`src/rtl/io_stim_pkg.sv`:
```
// Shared types and defaults for the stimulus sequencer: step word layout,
// op/mode encodings, FSM states and a small helper for the post-action rule.
package io_stim_pkg;

  localparam int SW_W_DEF      = 10;
  localparam int STEPS_DEF     = 16;
  localparam int DELAY_W_DEF   = 16;
  localparam int PULSE_CYC_DEF = 5;

  localparam int STEP_W = 4 + DELAY_W_DEF + SW_W_DEF;

  typedef enum logic [1:0] {
    OP_END        = 2'd0,
    OP_SET_SW     = 2'd1,
    OP_PULSE_RUN  = 2'd2,
    OP_PULSE_CONT = 2'd3
  } op_e;

  typedef enum logic [1:0] {
    MODE_FIXED = 2'd0,
    MODE_PAUSE = 2'd1,
    MODE_RSVD2 = 2'd2,
    MODE_RSVD3 = 2'd3
  } mode_e;

  typedef enum logic [2:0] {
    ST_IDLE  = 3'd0,
    ST_FETCH = 3'd1,
    ST_PULSE = 3'd2,
    ST_WAIT  = 3'd3,
    ST_DONE  = 3'd4
  } state_e;

  typedef struct packed {
    op_e                    op;
    mode_e                  mode;
    logic [DELAY_W_DEF-1:0] delay;
    logic [SW_W_DEF-1:0]    sw;
  } step_t;

  // A step needs a WAIT phase when it has a delay or waits for the CPU pause.
  function automatic logic needs_wait(input mode_e mode, input logic delay_nz);
    return delay_nz || (mode == MODE_PAUSE);
  endfunction

endpackage

```
`src/rtl/stim_step_timer.sv`:
```
// Loadable down-counter shared by the PULSE and WAIT phases. It is loaded with
// the phase length minus one, so zero_o marks the final cycle of the phase.
module stim_step_timer #(
  parameter int W = 16
) (
  input  logic         clk_i,
  input  logic         rst_ni,
  input  logic         load_i,
  input  logic [W-1:0] load_val_i,
  output logic         zero_o
);

  logic [W-1:0] count_q, count_d;

  // Load takes priority; otherwise count down and park at zero.
  always_comb begin
    count_d = count_q;
    if (load_i) begin
      count_d = load_val_i;
    end else if (count_q != '0) begin
      count_d = count_q - W'(1);
    end
  end

  // Counter register.
  always_ff @(posedge clk_i or negedge rst_ni) begin
    if (!rst_ni) begin
      count_q <= '0;
    end else begin
      count_q <= count_d;
    end
  end

  assign zero_o = (count_q == '0);

endmodule

```
`src/rtl/io_stim_sequencer.sv`:
```
// Programmable stimulus sequencer: replays a stored list of switch settings
// and Run/Continue presses into the CPU, with fixed delays or pause waits.
module io_stim_sequencer
  import io_stim_pkg::*;
#(
  parameter int SW_W      = SW_W_DEF,
  parameter int STEPS     = STEPS_DEF,
  parameter int DELAY_W   = DELAY_W_DEF,
  parameter int PULSE_CYC = PULSE_CYC_DEF
) (
  input  logic                     Clk,
  input  logic                     Reset_n,
  input  logic                     Prog_we,
  input  logic [$clog2(STEPS)-1:0] Prog_addr,
  input  logic [4+DELAY_W+SW_W-1:0] Prog_data,
  input  logic                     Start,
  input  logic                     Paused,
  output logic [SW_W-1:0]          SW,
  output logic                     Run,
  output logic                     Continue,
  output logic                     Busy,
  output logic                     Done,
  output logic                     Timeout,
  output logic [$clog2(STEPS)-1:0] Step_idx
);

  localparam int IDX_W = $clog2(STEPS);
  localparam int WORD_W = 4 + DELAY_W + SW_W;
  localparam logic [IDX_W-1:0]   LAST_IDX   = IDX_W'(STEPS - 1);
  localparam logic [DELAY_W-1:0] PULSE_LOAD = DELAY_W'(PULSE_CYC - 1);

  logic [WORD_W-1:0] mem_q [STEPS];

  state_e             state_q, state_d;
  logic [IDX_W-1:0]   idx_q, idx_d;
  logic [SW_W-1:0]    sw_q, sw_d;
  logic               run_q, run_d;
  logic               cont_q, cont_d;
  logic               busy_q, busy_d;
  logic               done_q, done_d;
  logic               timeout_q, timeout_d;
  op_e                op_q, op_d;
  mode_e              mode_q, mode_d;
  logic [DELAY_W-1:0] delay_q, delay_d;

  logic               tmr_load;
  logic [DELAY_W-1:0] tmr_val;
  logic               tmr_zero;
  logic               advance;

  logic [WORD_W-1:0]  entry;
  op_e                ent_op;
  mode_e              ent_mode;
  logic [DELAY_W-1:0] ent_delay;
  logic [SW_W-1:0]    ent_sw;

  assign entry     = mem_q[idx_q];
  assign ent_op    = op_e'(entry[WORD_W-1 -: 2]);
  assign ent_mode  = mode_e'(entry[WORD_W-3 -: 2]);
  assign ent_delay = entry[SW_W +: DELAY_W];
  assign ent_sw    = entry[SW_W-1:0];

  stim_step_timer #(.W(DELAY_W)) u_timer (
    .clk_i      (Clk),
    .rst_ni     (Reset_n),
    .load_i     (tmr_load),
    .load_val_i (tmr_val),
    .zero_o     (tmr_zero)
  );

  // Program store: writable only while idle, deliberately not reset.
  always_ff @(posedge Clk) begin
    if (Prog_we && !busy_q) begin
      mem_q[Prog_addr] <= Prog_data;
    end
  end

  // Next-state and registered-output decode for the step FSM.
  always_comb begin
    state_d   = state_q;
    idx_d     = idx_q;
    sw_d      = sw_q;
    run_d     = 1'b1;
    cont_d    = 1'b1;
    busy_d    = busy_q;
    done_d    = done_q;
    timeout_d = timeout_q;
    op_d      = op_q;
    mode_d    = mode_q;
    delay_d   = delay_q;
    tmr_load  = 1'b0;
    tmr_val   = '0;
    advance   = 1'b0;

    unique case (state_q)
      ST_IDLE, ST_DONE: begin
        if (Start) begin
          state_d   = ST_FETCH;
          idx_d     = '0;
          busy_d    = 1'b1;
          done_d    = 1'b0;
          timeout_d = 1'b0;
        end
      end
      ST_FETCH: begin
        op_d    = ent_op;
        mode_d  = ent_mode;
        delay_d = ent_delay;
        unique case (ent_op)
          OP_END: begin
            state_d = ST_DONE;
            busy_d  = 1'b0;
            done_d  = 1'b1;
          end
          OP_SET_SW: begin
            sw_d = ent_sw;
            if (needs_wait(ent_mode, ent_delay != '0)) begin
              state_d  = ST_WAIT;
              tmr_load = 1'b1;
              tmr_val  = ent_delay - DELAY_W'(1);
            end else begin
              advance = 1'b1;
            end
          end
          default: begin
            state_d  = ST_PULSE;
            tmr_load = 1'b1;
            tmr_val  = PULSE_LOAD;
            run_d    = (ent_op != OP_PULSE_RUN);
            cont_d   = (ent_op != OP_PULSE_CONT);
          end
        endcase
      end
      ST_PULSE: begin
        if (!tmr_zero) begin
          run_d  = (op_q != OP_PULSE_RUN);
          cont_d = (op_q != OP_PULSE_CONT);
        end else if (needs_wait(mode_q, delay_q != '0)) begin
          state_d  = ST_WAIT;
          tmr_load = 1'b1;
          tmr_val  = delay_q - DELAY_W'(1);
        end else begin
          advance = 1'b1;
        end
      end
      ST_WAIT: begin
        if (mode_q == MODE_PAUSE) begin
          if (Paused) begin
            advance = 1'b1;
          end else if ((delay_q != '0) && tmr_zero) begin
            state_d   = ST_DONE;
            busy_d    = 1'b0;
            done_d    = 1'b1;
            timeout_d = 1'b1;
          end
        end else if (tmr_zero) begin
          advance = 1'b1;
        end
      end
      default: begin
        state_d = ST_IDLE;
        busy_d  = 1'b0;
      end
    endcase

    if (advance) begin
      if (idx_q == LAST_IDX) begin
        state_d = ST_DONE;
        busy_d  = 1'b0;
        done_d  = 1'b1;
      end else begin
        state_d = ST_FETCH;
        idx_d   = idx_q + IDX_W'(1);
      end
    end
  end

  // FSM state register.
  always_ff @(posedge Clk or negedge Reset_n) begin
    if (!Reset_n) begin
      state_q <= ST_IDLE;
    end else begin
      state_q <= state_d;
    end
  end

  // Registered outputs and latched step context.
  always_ff @(posedge Clk or negedge Reset_n) begin
    if (!Reset_n) begin
      idx_q     <= '0;
      sw_q      <= '0;
      run_q     <= 1'b1;
      cont_q    <= 1'b1;
      busy_q    <= 1'b0;
      done_q    <= 1'b0;
      timeout_q <= 1'b0;
      op_q      <= OP_END;
      mode_q    <= MODE_FIXED;
      delay_q   <= '0;
    end else begin
      idx_q     <= idx_d;
      sw_q      <= sw_d;
      run_q     <= run_d;
      cont_q    <= cont_d;
      busy_q    <= busy_d;
      done_q    <= done_d;
      timeout_q <= timeout_d;
      op_q      <= op_d;
      mode_q    <= mode_d;
      delay_q   <= delay_d;
    end
  end

  assign SW       = sw_q;
  assign Run      = run_q;
  assign Continue = cont_q;
  assign Busy     = busy_q;
  assign Done     = done_q;
  assign Timeout  = timeout_q;
  assign Step_idx = idx_q;

endmodule

```
`config.mk`:
```
export PLATFORM = sky130hd
export DESIGN_NAME = io_stim_sequencer
export DESIGN_NICKNAME = d
export VERILOG_FILES = /design/src/rtl/io_stim_pkg.sv /design/src/rtl/stim_step_timer.sv /design/src/rtl/io_stim_sequencer.sv
export SDC_FILE = /design/constraint.sdc
export NUM_CORES = 1
export LEC_CHECK = 0
export CELL_PAD_IN_SITES_DETAIL_PLACEMENT = 1
export CELL_PAD_IN_SITES_GLOBAL_PLACEMENT = 1
export CORE_UTILIZATION = 58
export DETAILED_ROUTE_END_ITERATION = 10
export PLACE_DENSITY = 0.81
export SYNTH_ARGS = -nofsm -noshare
export SYNTH_HDL_FRONTEND = slang
export SYNTH_SLANG_ARGS = --single-unit
```
`constraint.sdc`:
```
create_clock -name Clk -period 10 [get_ports Clk]
set_clock_uncertainty 0.1 [all_clocks]
set_input_delay 1.5 -clock Clk [delete_from_list [all_inputs] [get_ports Clk]]
set_output_delay 1.5 -clock Clk [all_outputs]
set_load 0.02 [all_outputs]
```
==> results by group <==
Placement
  – DP Wirelength: 31.1 mm
  – Final Wtd Congestion: 0.868
  – Input/output buffers: between 50 and 60

Pwr
  – Reg power frac: 0.457
  – Leakage power: approximately 7.9 nW
  – PD cells: ~250 nW/um^2
  – Internal cell power: 4.29 mW
  – Total power: slightly above 6 mW
  – Clk pwr share: 0.308
  – Switching Share: 0.296
  – Peak VDD IR: between 0.15 and 0.2 mV
  – Switch Pwr: roughly 1.8 mW
  – Comb pwr share: 0.235

Timing
  – Final period util: 0.538
  – Slew Limit Fails: 0
  – Hold WS: ~0.35 ns
  – Setup TNS: 0 ns
  – Final Critical Period: between 5 and 6 ns
  – Relative slew slack: 0.178
  – Final hold vios: 0
  – Fmax: approximately 0.19 GHz
  – Endpoints failing setup: 0
  – Worst slew pin tran: around 1.2 ns
  – RSZ-0062 raised after global routing: no

Clocking
  – TritonCTS clock tree: built
  – Post_cts resized: 0
  – # H-tree levels: 2
  – Root buffer cell: clkbuf_16
  – CTS Buf Count: 52
  – Worst-case clock buffer depth: 3
  – Setup bufs post-CTS: 0
  – Worst skew pair latency: 0.60 ns
  – Clock slew at reported path FFs: 0.06 ns
  – Clk sinks: around 540
  – # hold bufs at CTS: 0

Worst setup path
  – WP depth: 8
  – Crit-path max cell delay: 1.20 ns
  – R2R setup slack: 4.62 ns
  – Crit path capture type: flip-flop
  – Crit start category: flip-flop
  – Worst Setup EP: u_timer.count_q[9]
  – Crit path from: Step_idx[0]
  – Reg-to-reg endpoint: u_timer.count_q[9]
  – Critical path arrival: 5.78 ns
  – Cell family with the largest share of critical-path delay: compound AO/OA/AOI/OAI gates
  – Slowest cell on crit path: a31oi_1
  – Most common cell on crit path: o21ai_0
  – CP Cell Sequence: buf_12 -> mux2i_1 -> a221oi_1 -> o21ai_0 -> nand3_1 -> a31oi_1 -> o21ai_0 -> o311ai_1
  – Critical path class: reg -> reg
  – Reg2reg path depth: 8
  – Critical path data required time: approximately 10 ns
  – Worst Path Buf+Inv: 1
  – Worst r2r src: Step_idx[0]
  – Critical Path Fanout Max: ~110

Logic synthesis
  – Cell variety after synth: 63
  – Synth Area per Inst: about 19 sq um
  – Post-synth EDFFs: between 400 and 500
  – Ys flop type: edfxtp_1
  – Share of the yosys chip area belonging to registers: 0.734
  – Synthesized instance count: 1,165
  – Synth Warn #: 0
  – Net count after synthesis: around 1.2k
  – Syn Std Cell Area: about 22,000 sq um
  – Post-synth ARST share: 0.108
  – Seq cells post-synth: between 500 and 600

Global route
  – Vias in the first global route: between 10k and 15k
  – Overall routing resource usage: 0.310
  – Largest net degree at the start of global routing: 112
  – Initial antenna violation count: 0
  – First-pass GRT wire length: ~84 mm
  – Congestion Overflow GR: 0

Final layout
  – Area Growth Syn to Fin: 13.2%
  – # fillers: 3,034
  – Antenna diodes: 0
  – Share of cells above drive strength 1: 0.186
  – Post-layout util: 0.669
  – FF+latch area: around 16,000 sq um
  – Fin nets: roughly 1.3k
  – Multi-input logic area: roughly 5600 sq um

Route
  – Initial drt markers: 1,274
  – Via count: ~12k
  – Antenna Nets Post-Route: 0
  – Avg WL per Cell: about 32 microns
  – DR vias/cell: between 6 and 7
  – Final WL: ~57 mm
  – DRC: 0
  – Drt pass-1 iters: 5

Worst hold path
  – Worst hold path class: reg -> reg

Floorplanning
  – Die ar.: 38,100 sq um
  – Io pins: between 50 and 60
  – Die X: ~200 microns
  – Row cnt: 70
  – Die H: slightly below 200 microns
  – Initial Util: 0.591
  – CORE AREA: between 30,000 and 40,000 sq um

Run
  – Max-Cap Viols: 0

Outcome
  – Run status: completed
-- power groups by stage --
stage / combinational, mW / sequential, mW / clock [mW]
6_report: 1.43 / 2.79 / 1.87
5_1_grt: 1.53 / 2.81 / 1.95
4_1_cts: 1.43 / 2.79 / 1.89
3_5_place_dp: 1.39 / 2.83 / 0
3_3_place_gp: 1.35 / 2.81 / 0
2_1_floorplan: 1.03 / 2.74 / 0
-- through the flow --
step / worst slack [ns] / cell area (sq um) / instances
finish: 4.62 / 24500 / 1758
global placement: 4.92 / 22900 / 1663
global route: 4.23 / 24500 / 1758
detailed placement: 4.84 / 22900 / 1663
CTS: 4.61 / 24500 / 1758
floorplan: 5.32 / 21600 / 1165
-- worst min-delay path by stage --
stage	endpoint	depth (start not counted)	start	slack [ns]
6_report	Continue	1	op_q[0]	0.35
5_1_grt	Continue	1	op_q[0]	0.35
4_1_cts	Continue	1	op_q[0]	0.34
3_5_place_dp	Continue	1	op_q[0]	0.33
3_3_place_gp	Continue	1	op_q[0]	0.34
2_1_floorplan	Continue	1	op_q[0]	0.31
-- layer usage --
layer  wire (microns)  part of all wire  track usage  vias to the layer above
li1                 -                 -            -                     4933
met1            22900              0.40        0.418                     6322
met2            28500              0.50        0.510                      576
met3             4180             0.073       0.0608                      103
met4             1550             0.027        0.113                        0
met5                0                 0            0                        -
-- registers in the layout, summed over array words and instances, names as in the netlist, 2 cells and up --
| name | cells |
|---|---|
| SW | 10 |
| Step_idx | 4 |
| delay_q | 16 |
| mem_q | 480 |
| mode_q | 2 |
| op_q | 2 |
| state_q | 3 |
| u_timer.count_q | 16 |
-- Yosys cell counts, types with 16 or more instances --
cell type    n  area share
xnor2_1     22      0.0089
dfrtp_1     56       0.065
xor2_1      16      0.0065
nor2_1      41      0.0071
o21ai_0     30      0.0069
nor4_1      16      0.0046
nor3_1      18      0.0042
edfxtp_1   480        0.67
clkbuf_1    29      0.0050
mux2i_1     53       0.025
a22oi_1     23      0.0080
nand2_1     69       0.012
mux4_2     104        0.11
a221oi_1    28       0.011
-- worst reg2reg max path, delay by kind of cell, from the launching register on --
family          cells  cell delay, ns
buf+inv             1            0.78
mux                 1            0.45
simple gates        1            0.93
flops               1            0.91
compound gates      5            2.10
-- cells by family after synthesis --
group                      share of synthesized area
AOI/OAI and AO/OA                             0.0517
buffers and inverters                         0.0142
and+or+nand+nor                               0.0466
DFF                                            0.734
xor gates and xnor gates                      0.0154
muxes                                          0.135
adders and majority gates                    0.00347
-- area by class of cell --
type                       instances  area share
clock buffer                      80      0.0595
clock inverter                    15     0.00624
inverter                          15     0.00230
multi-input combinational        558       0.228
sequential                       538       0.649
tap                              468      0.0239
timing repair buffer              84      0.0319
-- cell usage in the layout (no fill, tap or decap), types with 14 or more instances in the layout --
cell               n
a221oi_1          28
clkdlybuf4s50_1   56
xnor2_1           22
clkbuf_16         52
nor3_1            14
nor2_1            28
mux2i_1           53
o21ai_0           30
buf_4             26
nor4_1            16
nand2_1           69
edfxtp_1         480
a22oi_1           23
clkbuf_1          23
xor2_1            16
mux4_2           104
dfrtp_1           54
inv_1             15
(Power assumes the default switching activity.)
